`config.mk`:
```
export PLATFORM = sky130hd
export DESIGN_NAME = pixel_sensor_ctrl
export DESIGN_NICKNAME = d
export VERILOG_FILES = /design/src/rtl/pixel_sensor_ctrl.sv
export SDC_FILE = /design/constraint.sdc
export NUM_CORES = 1
export LEC_CHECK = 0
export ABC_AREA = 1
export BUFFER_PORTS_ARGS = -buffer_cell sky130_fd_sc_hd__buf_2
export CORE_ASPECT_RATIO = 0.75
export CORE_MARGIN = 3
export CORE_UTILIZATION = 50
export CTS_BUF_LIST = sky130_fd_sc_hd__clkbuf_2
export CTS_CLUSTER_SIZE = 20
export DETAILED_ROUTE_END_ITERATION = 10
export GPL_TIMING_DRIVEN = 0
export PLACE_DENSITY = 0.74
export SLEW_MARGIN = 20
export SYNTH_ARGS = -nofsm -noshare
export SYNTH_HDL_FRONTEND = slang
export SYNTH_SLANG_ARGS = --single-unit
```
`constraint.sdc`:
```
create_clock -name clk -period 1.6 [get_ports clk]
set_clock_uncertainty 0.2 [all_clocks]
set_input_delay 0.32 -clock clk [delete_from_list [all_inputs] [get_ports clk]]
set_output_delay 0.32 -clock clk [all_outputs]
set_load 0.1 [all_outputs]
```
`src/rtl/pixel_sensor_ctrl.sv`:
```
// Frame sequencer for the pixel sensor: erase, expose, ramp-convert onto the shared DATA bus,
// bus turnaround, then read and capture the pixel's stored code.
module pixel_sensor_ctrl #(
    parameter int DATA_W        = 8,
    parameter int ERASE_CYCLES  = 5,
    parameter int EXPOSE_CYCLES = 255,
    parameter int READ_CYCLES   = 5
) (
    input  logic              clk,
    input  logic              reset,
    input  logic              start,
    output logic              busy,
    output logic              erase,
    output logic              expose,
    output logic              convert,
    output logic              read,
    output logic [DATA_W-1:0] data_out,
    output logic              data_oe,
    input  logic [DATA_W-1:0] data_in,
    output logic [DATA_W-1:0] pixel_data,
    output logic              pixel_valid
);

    typedef enum logic [2:0] {
        S_IDLE    = 3'd0,
        S_ERASE   = 3'd1,
        S_EXPOSE  = 3'd2,
        S_CONVERT = 3'd3,
        S_TURN    = 3'd4,
        S_READ    = 3'd5
    } state_t;

    localparam logic [15:0] ERASE_LAST  = 16'(ERASE_CYCLES - 1);
    localparam logic [15:0] EXPOSE_LAST = 16'(EXPOSE_CYCLES - 1);
    localparam logic [15:0] READ_LAST   = 16'(READ_CYCLES - 1);
    localparam logic [15:0] CONV_LAST   = 16'((32'd1 << DATA_W) - 32'd1);

    state_t              state_q, state_d;
    logic [15:0]         timer_q, timer_d;
    logic [DATA_W-1:0]   data_out_q, data_out_d;
    logic [DATA_W-1:0]   pixel_data_q, pixel_data_d;
    logic                pixel_valid_q, pixel_valid_d;
    logic                busy_q, erase_q, expose_q, convert_q, read_q;
    logic                capture_s;

    // Next-state, phase timer, ramp code and capture decision.
    always_comb begin
        state_d       = state_q;
        timer_d       = timer_q + 16'd1;
        capture_s     = 1'b0;
        case (state_q)
            S_IDLE: begin
                timer_d = 16'd0;
                if (start) begin
                    state_d = S_ERASE;
                end else begin
                    state_d = S_IDLE;
                end
            end
            S_ERASE: begin
                if (timer_q == ERASE_LAST) begin
                    state_d = S_EXPOSE;
                    timer_d = 16'd0;
                end else begin
                    state_d = S_ERASE;
                end
            end
            S_EXPOSE: begin
                if (timer_q == EXPOSE_LAST) begin
                    state_d = S_CONVERT;
                    timer_d = 16'd0;
                end else begin
                    state_d = S_EXPOSE;
                end
            end
            S_CONVERT: begin
                if (timer_q == CONV_LAST) begin
                    state_d = S_TURN;
                    timer_d = 16'd0;
                end else begin
                    state_d = S_CONVERT;
                end
            end
            S_TURN: begin
                state_d = S_READ;
                timer_d = 16'd0;
            end
            S_READ: begin
                if (timer_q == READ_LAST) begin
                    state_d   = S_IDLE;
                    timer_d   = 16'd0;
                    capture_s = 1'b1;
                end else begin
                    state_d = S_READ;
                end
            end
            default: begin
                state_d = S_IDLE;
                timer_d = 16'd0;
            end
        endcase

        // Ramp starts at zero on CONVERT entry and otherwise holds its last code.
        if (state_d == S_CONVERT) begin
            if (state_q == S_CONVERT) begin
                data_out_d = data_out_q + DATA_W'(1);
            end else begin
                data_out_d = '0;
            end
        end else begin
            data_out_d = data_out_q;
        end

        if (capture_s) begin
            pixel_data_d = data_in;
        end else begin
            pixel_data_d = pixel_data_q;
        end
        pixel_valid_d = capture_s;
    end

    // State, timer and registered Moore outputs (decoded from the next state).
    always_ff @(posedge clk or posedge reset) begin
        if (reset) begin
            state_q       <= S_IDLE;
            timer_q       <= 16'd0;
            data_out_q    <= '0;
            pixel_data_q  <= '0;
            pixel_valid_q <= 1'b0;
            busy_q        <= 1'b0;
            erase_q       <= 1'b0;
            expose_q      <= 1'b0;
            convert_q     <= 1'b0;
            read_q        <= 1'b0;
        end else begin
            state_q       <= state_d;
            timer_q       <= timer_d;
            data_out_q    <= data_out_d;
            pixel_data_q  <= pixel_data_d;
            pixel_valid_q <= pixel_valid_d;
            busy_q        <= (state_d != S_IDLE);
            erase_q       <= (state_d == S_ERASE);
            expose_q      <= (state_d == S_EXPOSE);
            convert_q     <= (state_d == S_CONVERT);
            read_q        <= (state_d == S_READ);
        end
    end

    assign busy        = busy_q;
    assign erase       = erase_q;
    assign expose      = expose_q;
    assign convert     = convert_q;
    assign data_oe     = convert_q;
    assign read        = read_q;
    assign data_out    = data_out_q;
    assign pixel_data  = pixel_data_q;
    assign pixel_valid = pixel_valid_q;

endmodule

```
==> results.py, run 1 <==
metrics = {
    "critical_path": {
        "r2r_start": "timer_q[8]",
        "cp.buffers_inverters": 2,
        "crit_type": "reg -> reg",
        "r2r_setup_slack_ns": -0.39,
        "ff2ff_path_depth": 9,
        "crit_slowest_cell": "dfrtp_1",
        "end_kind": "flop",
        "crit_arrival_ns": 2.18,
        "cp_data_required_time_ns": 1.79,
        "cp-startpoint": "timer_q[8]",
        "critPathMaxStageDelay_ns": 0.45,
        "crit_path_max_fanout": 4,
        "cp_cell_sequence": "nor2_1 -> nand2_1 -> nor2_4 -> buf_12 -> nand3_4 -> nor3_4 -> buf_4 -> nand2_1 -> nand2_1",
        "crit_top_cell": "nand2_1",
        "crit_family": "simple AND/OR/NAND/NOR gates",
        "r2r_end": "pixel_data[1]",
        "critPathLaunchType": "flop",
    },
    "global_routing": {
        "grt-ovfl-total": 0,
        "met1_usage_pct": 33.77,
        "grt_max_degree": 33,
        "grtUsageMet2_pct": 42.10,
        "antenna_found_initial": 0,
        "grt_util_all_layers_pct": 26.09,
        "globalRoute.busiestLayer": "met2",
        "grt_pass1_vias": 2122,
        "met3_usage_pct": 5.571,
        "grt_pass1_wl_um": 10180,
    },
    "yosys": {
        "synth_top_area_share_pct": 47.10,
        "syn_inst": 261,
        "syn_area_sq_um": 2178,
        "synthTopCellsByCount": "64 x nand2_1, 41 x dfrtp_1, 33 x nor2_1, 27 x inv_1, 21 x nand3_1",
        "yosysTopAreaCell": "dfrtp_1",
        "synth_nets": 276,
        "synth_most_common_cell": "nand2_1",
        "synth.avg_cell_area_sq_um": 8.346,
        "synthFlopType": "dfrtp_1",
        "yosysWarnings": 0,
        "ys_seq_elements": 41,
        "ys_top_cells_by_area": "dfrtp_1 47%, nand2_1 11%, nor2_1 5.7%, nand3_1 4.8%, inv_1 4.7%",
        "synth_edf_count": 0,
        "seq_area_frac_synth_pct": 47.10,
        "synthArstFlopShare_pct": 100.0,
        "synth.distinct_cells": 29,
    },
    "outcome": {
        "status": "finished, violations left",
        "violations": "setup timing",
    },
    "pwr": {
        "power_frac_seq_pct": 66.7,
        "power_leakage_nw": 1.634,
        "finalPower_w": 0.001556,
        "max-vdd-ir-drop_uv": 385.3,
        "pwr-share-comb_pct": 3.9,
        "p_switching_w": 0.0003948,
        "intPower_w": 0.001161,
        "p_sw_share_pct": 25.37,
        "powerDensity_nw_per_um2": 424.8,
        "clockPowerShare_pct": 29.4,
    },
    "timing": {
        "slew_headroom_pct": 77.47,
        "final_max_slew_viol_count": 0,
        "whs_ns": 0.1600,
        "setup_ws_ns": -0.3903,
        "finalHoldViolations": 0,
        "fin_crit_ns": 1.990,
        "setup_violations": 58,
        "final.period_utilization_pct": 124.4,
        "worst_pin_slew_ns": 0.3376,
        "fmax_mhz": 502.4,
        "rsz0062_at_grt": "yes",
    },
    "cells_and_area": {
        "final_nets": 383,
        "insertedDiodeCount": 0,
        "area_growth_pct": 68.18,
        "drive_gt1_share_pct": 50.95,
        "fillers": 165,
        "utilization_pct": 88.73,
    },
    "clock_tree": {
        "cts_num_sinks": 41,
        "cts.path.max_buffers": 2,
        "cts_tree": "done",
        "root_buffer": "clkbuf_2",
        "cts_buffers": 5,
        "worstSkewPairLatency_ns": 0.44,
        "clk_pin_slew_worst_paths_ns": 0.21,
        "htreeDepth": 2,
    },
    "route": {
        "wl_um": 9184,
        "drt-vias-per-instance": 5.974,
        "first_pass_iters": 7,
        "drt_iter0_drc": 313,
        "via_count": 2533,
        "drc_errors": 0,
        "wl_per_cell_um": 21.66,
        "ant_nets": 0,
    },
    "placement": {
        "gp_congestion": 0.8894,
        "dpl.hpwl_um": 3416,
        "port_buffers": 33,
    },
    "die": {
        "fp.dieW_um": 82.22,
        "rows": 20,
        "core_area_sq_um": 4129,
        "io_pins": 34,
        "die_area_sq_um": 5193,
        "die_h_um": 63.16,
        "start_util_pct": 52.76,
    },
    "min_path": {
        "min_path_type": "in -> async",
    },
    "run": {
        "maxCapViolCount": 0,
    },
}
[tightest hold or removal path: stages]
cell,delay [ns]
dlygate4sd3_1,0.55
buf_2,0.13
inv_2,0.23
[cells by family after synthesis]
family	synth area share (%)
flops	47.10
simple gates	31.82
compound gates	8.156
fa+ha+maj	2.298
xor+xnor	4.021
buf+inv	6.605
[how the worst max path moves through the flow]
stage,endpoint,slack [ns],depth (start not counted)
floorplan,busy,-0.07,11
global placement,data_out[6],-0.58,2
detailed placement,pixel_data[0],-0.30,8
CTS,expose,-0.17,12
global route,busy,-0.46,9
finish,pixel_data[1],-0.39,9
[cell usage in the layout, fill, tap and decap left out, types with 9 or more instances in the layout]
| cell type | instances |
|---|---|
| buf_6 | 13 |
| dlygate4sd3_1 | 9 |
| nor2_1 | 25 |
| buf_2 | 11 |
| buf_12 | 21 |
| nand2_1 | 49 |
| buf_4 | 44 |
| nor2_4 | 9 |
| a31oi_1 | 11 |
| nand2_2 | 16 |
| dfrtp_2 | 12 |
| dfrtp_1 | 24 |
| nand3_1 | 10 |
| inv_1 | 22 |
[repair_timing]
| action | in CTS | in global routing |
|---|---|---|
| setup buffers | 32 | 25 |
| endpoints found under the setup margin | 63 | 64 |
| hold buffers | 9 | 0 |
| hold endpoints to repair | 49 | 0 |
| resized for setup | 87 | 72 |
| gates cloned | 1 | 0 |
| pin swaps | 19 | 25 |
[power groups by stage]
stage	clock network (W)	registers (W)	logic, W
floorplan	0	0.00106	0.0000158
global placement	0	0.00106	0.0000322
detailed placement	0	0.00106	0.0000394
CTS	0.000426	0.00104	0.0000563
global route	0.000494	0.00104	0.0000667
finish	0.000457	0.00104	0.0000615
[registers in the layout, indices dropped and copies added (netlist names)]
| name | flops |
|---|---|
| pixel_data | 8 |
| read | 1 |
| erase | 1 |
| expose | 1 |
| convert | 1 |
| state_q | 3 |
| data_out | 8 |
| busy | 1 |
| timer_q | 16 |
| pixel_valid | 1 |
[routing by layer]
layer  wire, um  vias up
li1           -     1059
met1       3287     1204
met2       4459      201
met3        821       69
met4        616        0
met5          0        -
[through the flow]
stage / TNS, ns / cells / cell area [sq um] / setup slack, ns
after floorplan: -0.7909 / 261 / 2237 / -0.07131
after global placement: -22.51 / 349 / 2471 / -0.5797
after detailed placement: -6.546 / 350 / 2491 / -0.3004
after CTS: -3.404 / 400 / 3208 / -0.1735
after global routing: -13.12 / 424 / 3664 / -0.4624
final: -10.42 / 424 / 3664 / -0.3903
[area by class of cell]
cell class              instances  area [sq um]  share of cell area (%)
plain buffers                   3         46.29                   1.264
clock inverters                 3         12.51                  0.3415
well taps                      55         68.82                   1.878
flip-flops and latches         41          1060                   28.93
multi-input cells             188          1264                   34.49
repair buffers                100          1071                   29.24
clock buffers                   5         25.02                  0.6831
inverters                      29         116.4                   3.176
No activity file was read; power rests on OpenSTA's default activity.
==> inputs of run 2 (changes only) <==
==> constraint.sdc (replaced) <==
create_clock -name clk -period 1.6 [get_ports clk]
set_clock_uncertainty 0.2 [all_clocks]
set_input_delay 0 -clock clk [delete_from_list [all_inputs] [get_ports clk]]
set_output_delay 0 -clock clk [all_outputs]
set_load 0.1 [all_outputs]
==> results.py, run 2 (same netlist as run 1, synthesis figures left out) <==
metrics = {
    "global_routing": {
        "grt_util_all_layers_pct": 23.47,
        "grt-ovfl-total": 0,
        "antenna_found_initial": 0,
        "grt_pass1_vias": 1974,
        "grt_pass1_wl_um": 9183,
        "grt_max_degree": 24,
    },
    "critical_path": {
        "cp_data_required_time_ns": 1.78,
        "crit_path_max_fanout": 6,
        "critPathLaunchType": "flop",
        "ff2ff_path_depth": 10,
        "r2r_end": "data_out[4]",
        "r2r_setup_slack_ns": -0.26,
        "crit_arrival_ns": 2.04,
        "r2r_start": "timer_q[4]",
        "end_kind": "flop",
        "crit_type": "reg -> reg",
    },
    "clock_tree": {
        "worstSkewPairLatency_ns": 0.44,
        "cts_buffers": 5,
        "cts_tree": "done",
        "htreeDepth": 2,
        "cts_num_sinks": 41,
        "root_buffer": "clkbuf_2",
        "cts.path.max_buffers": 2,
        "clk_pin_slew_worst_paths_ns": 0.24,
    },
    "route": {
        "dr_wl_met2_um": 3378,
        "drc_errors": 0,
        "first_pass_iters": 5,
        "drt-vias-per-instance": 5.557,
        "wl_met1_um": 2691,
        "drt_iter0_drc": 180,
        "wl_met3_um": 529,
        "wl_per_cell_um": 16.98,
        "wl_um": 6945,
        "top_layer": "met4",
        "ant_nets": 0,
        "via_count": 2273,
    },
    "cells_and_area": {
        "utilization_pct": 80.12,
        "insertedDiodeCount": 0,
        "area_growth_pct": 51.87,
        "fillers": 227,
        "largest_reg_flops": 16,
        "final_nets": 368,
        "drive_gt1_share_pct": 48.87,
        "final_common_cell": "nand2_1",
        "final_cell_mix": "49 x nand2_1, 30 x buf_4, 29 x buf_2",
        "regMostFlops": "timer_q",
    },
    "pwr": {
        "powerDensity_nw_per_um2": 571.3,
        "intPower_w": 0.001489,
        "max-vdd-ir-drop_uv": 550.0,
        "p_sw_share_pct": 21.24,
        "finalPower_w": 0.001890,
        "pwr-share-comb_pct": 3.3,
        "p_switching_w": 0.0004014,
        "power_frac_seq_pct": 54.9,
        "clockPowerShare_pct": 41.8,
        "power_leakage_nw": 1.495,
    },
    "min_path": {
        "hp-start": "data_in[7]",
        "hold_depth": 4,
        "holdPathEnd": "pixel_data[7]",
        "min_path_type": "in -> reg",
    },
    "timing": {
        "slew_headroom_pct": 66.87,
        "worst_pin_slew_ns": 0.5004,
        "finalHoldViolations": 0,
        "rsz0062_at_grt": "yes",
        "final_max_slew_viol_count": 0,
        "fmax_mhz": 537.2,
        "final.period_utilization_pct": 116.3,
        "setup_violations": 38,
        "fin_crit_ns": 1.862,
        "setup_ws_ns": -0.2616,
    },
    "die": {
        "core_area_sq_um": 4129,
        "fp.dieW_um": 82.22,
        "die_h_um": 63.16,
        "io_pins": 34,
        "die_area_sq_um": 5193,
        "rows": 20,
        "start_util_pct": 52.76,
    },
    "outcome": {
        "status": "finished, violations left",
        "violations": "setup timing",
    },
    "placement": {
        "port_buffers": 33,
        "dpl.hpwl_um": 3307,
        "gp_congestion": 0.8847,
    },
    "run": {
        "maxCapViolCount": 0,
    },
}
run 2: power groups by stage:
| stage | sequential (W) | clock, W | combinational [W] |
|---|---|---|---|
| after floorplan | 0.00106 | 0 | 0.0000158 |
| after global placement | 0.00106 | 0 | 0.0000324 |
| after detailed placement | 0.00106 | 0 | 0.0000411 |
| after CTS | 0.00104 | 0.000767 | 0.0000615 |
| after global routing | 0.00104 | 0.000836 | 0.0000695 |
| final | 0.00104 | 0.000791 | 0.0000615 |
run 2: worst max-delay path by stage:
stage / slack, ns / depth (start not counted) / startpoint / end
after floorplan: -0.05 / 11 / timer_q[1] / busy
after global placement: -0.28 / 2 / reset / data_out[6]
after detailed placement: -0.30 / 8 / timer_q[0] / pixel_data[6]
after CTS: -0.16 / 9 / timer_q[1] / pixel_data[2]
after global routing: -0.34 / 10 / timer_q[4] / data_out[4]
final: -0.26 / 10 / timer_q[4] / data_out[4]
run 2: timing repair:
action	4_1_cts	5_1_grt
endpoints found under the setup margin	40	45
resized for setup	28	49
cloned	1	0
hold buffers	11	0
buffers inserted	22	17
endpoints found under the hold margin	53	0
pin swaps	15	25
run 2: metrics by stage:
step / worst slack, ns / instance area [sq um] / setup TNS [ns] / cells / hold slack [ns]
after floorplan: -0.04934 / 2233 / -0.5618 / 261 / -0.09038
after global placement: -0.2777 / 2467 / -10.03 / 349 / 0.002393
after detailed placement: -0.2952 / 2495 / -6.552 / 350 / -0.1614
after CTS: -0.1647 / 3015 / -3.815 / 392 / 0.09766
after global routing: -0.3423 / 3308 / -8.680 / 409 / 0.09096
final: -0.2616 / 3308 / -6.074 / 409 / 0.07161
run 2: critical path, stage by stage, from the launching register on:
cell and delay, ns:
dfrtp_2 0.48, nand2_2 0.11, nor2_4 0.18, nand2_2 0.10, inv_4 0.09, nand2_4 0.06
nand2_4 0.10, nand2_8 0.08, buf_12 0.13, buf_16 0.12, o21ai_2 0.16
run 2: layer usage:
layer  up-vias  track usage, %
met3        43           6.000
met4         0           9.751
met5         -               0
li1       1028               -
met1      1073           29.51
met2       129           37.90
run 2: final cells by class:
class | instances | area (sq um) | share of cell area, %
Multi-Input combinational cell | 188 | 1245 | 37.63
Sequential cell | 41 | 1056 | 31.92
Timing Repair Buffer | 85 | 696.9 | 21.07
Inverter | 29 | 113.9 | 3.442
Tap cell | 55 | 68.82 | 2.080
Clock inverter | 3 | 65.06 | 1.967
Buffer | 3 | 37.54 | 1.135
Clock buffer | 5 | 25.02 | 0.7564
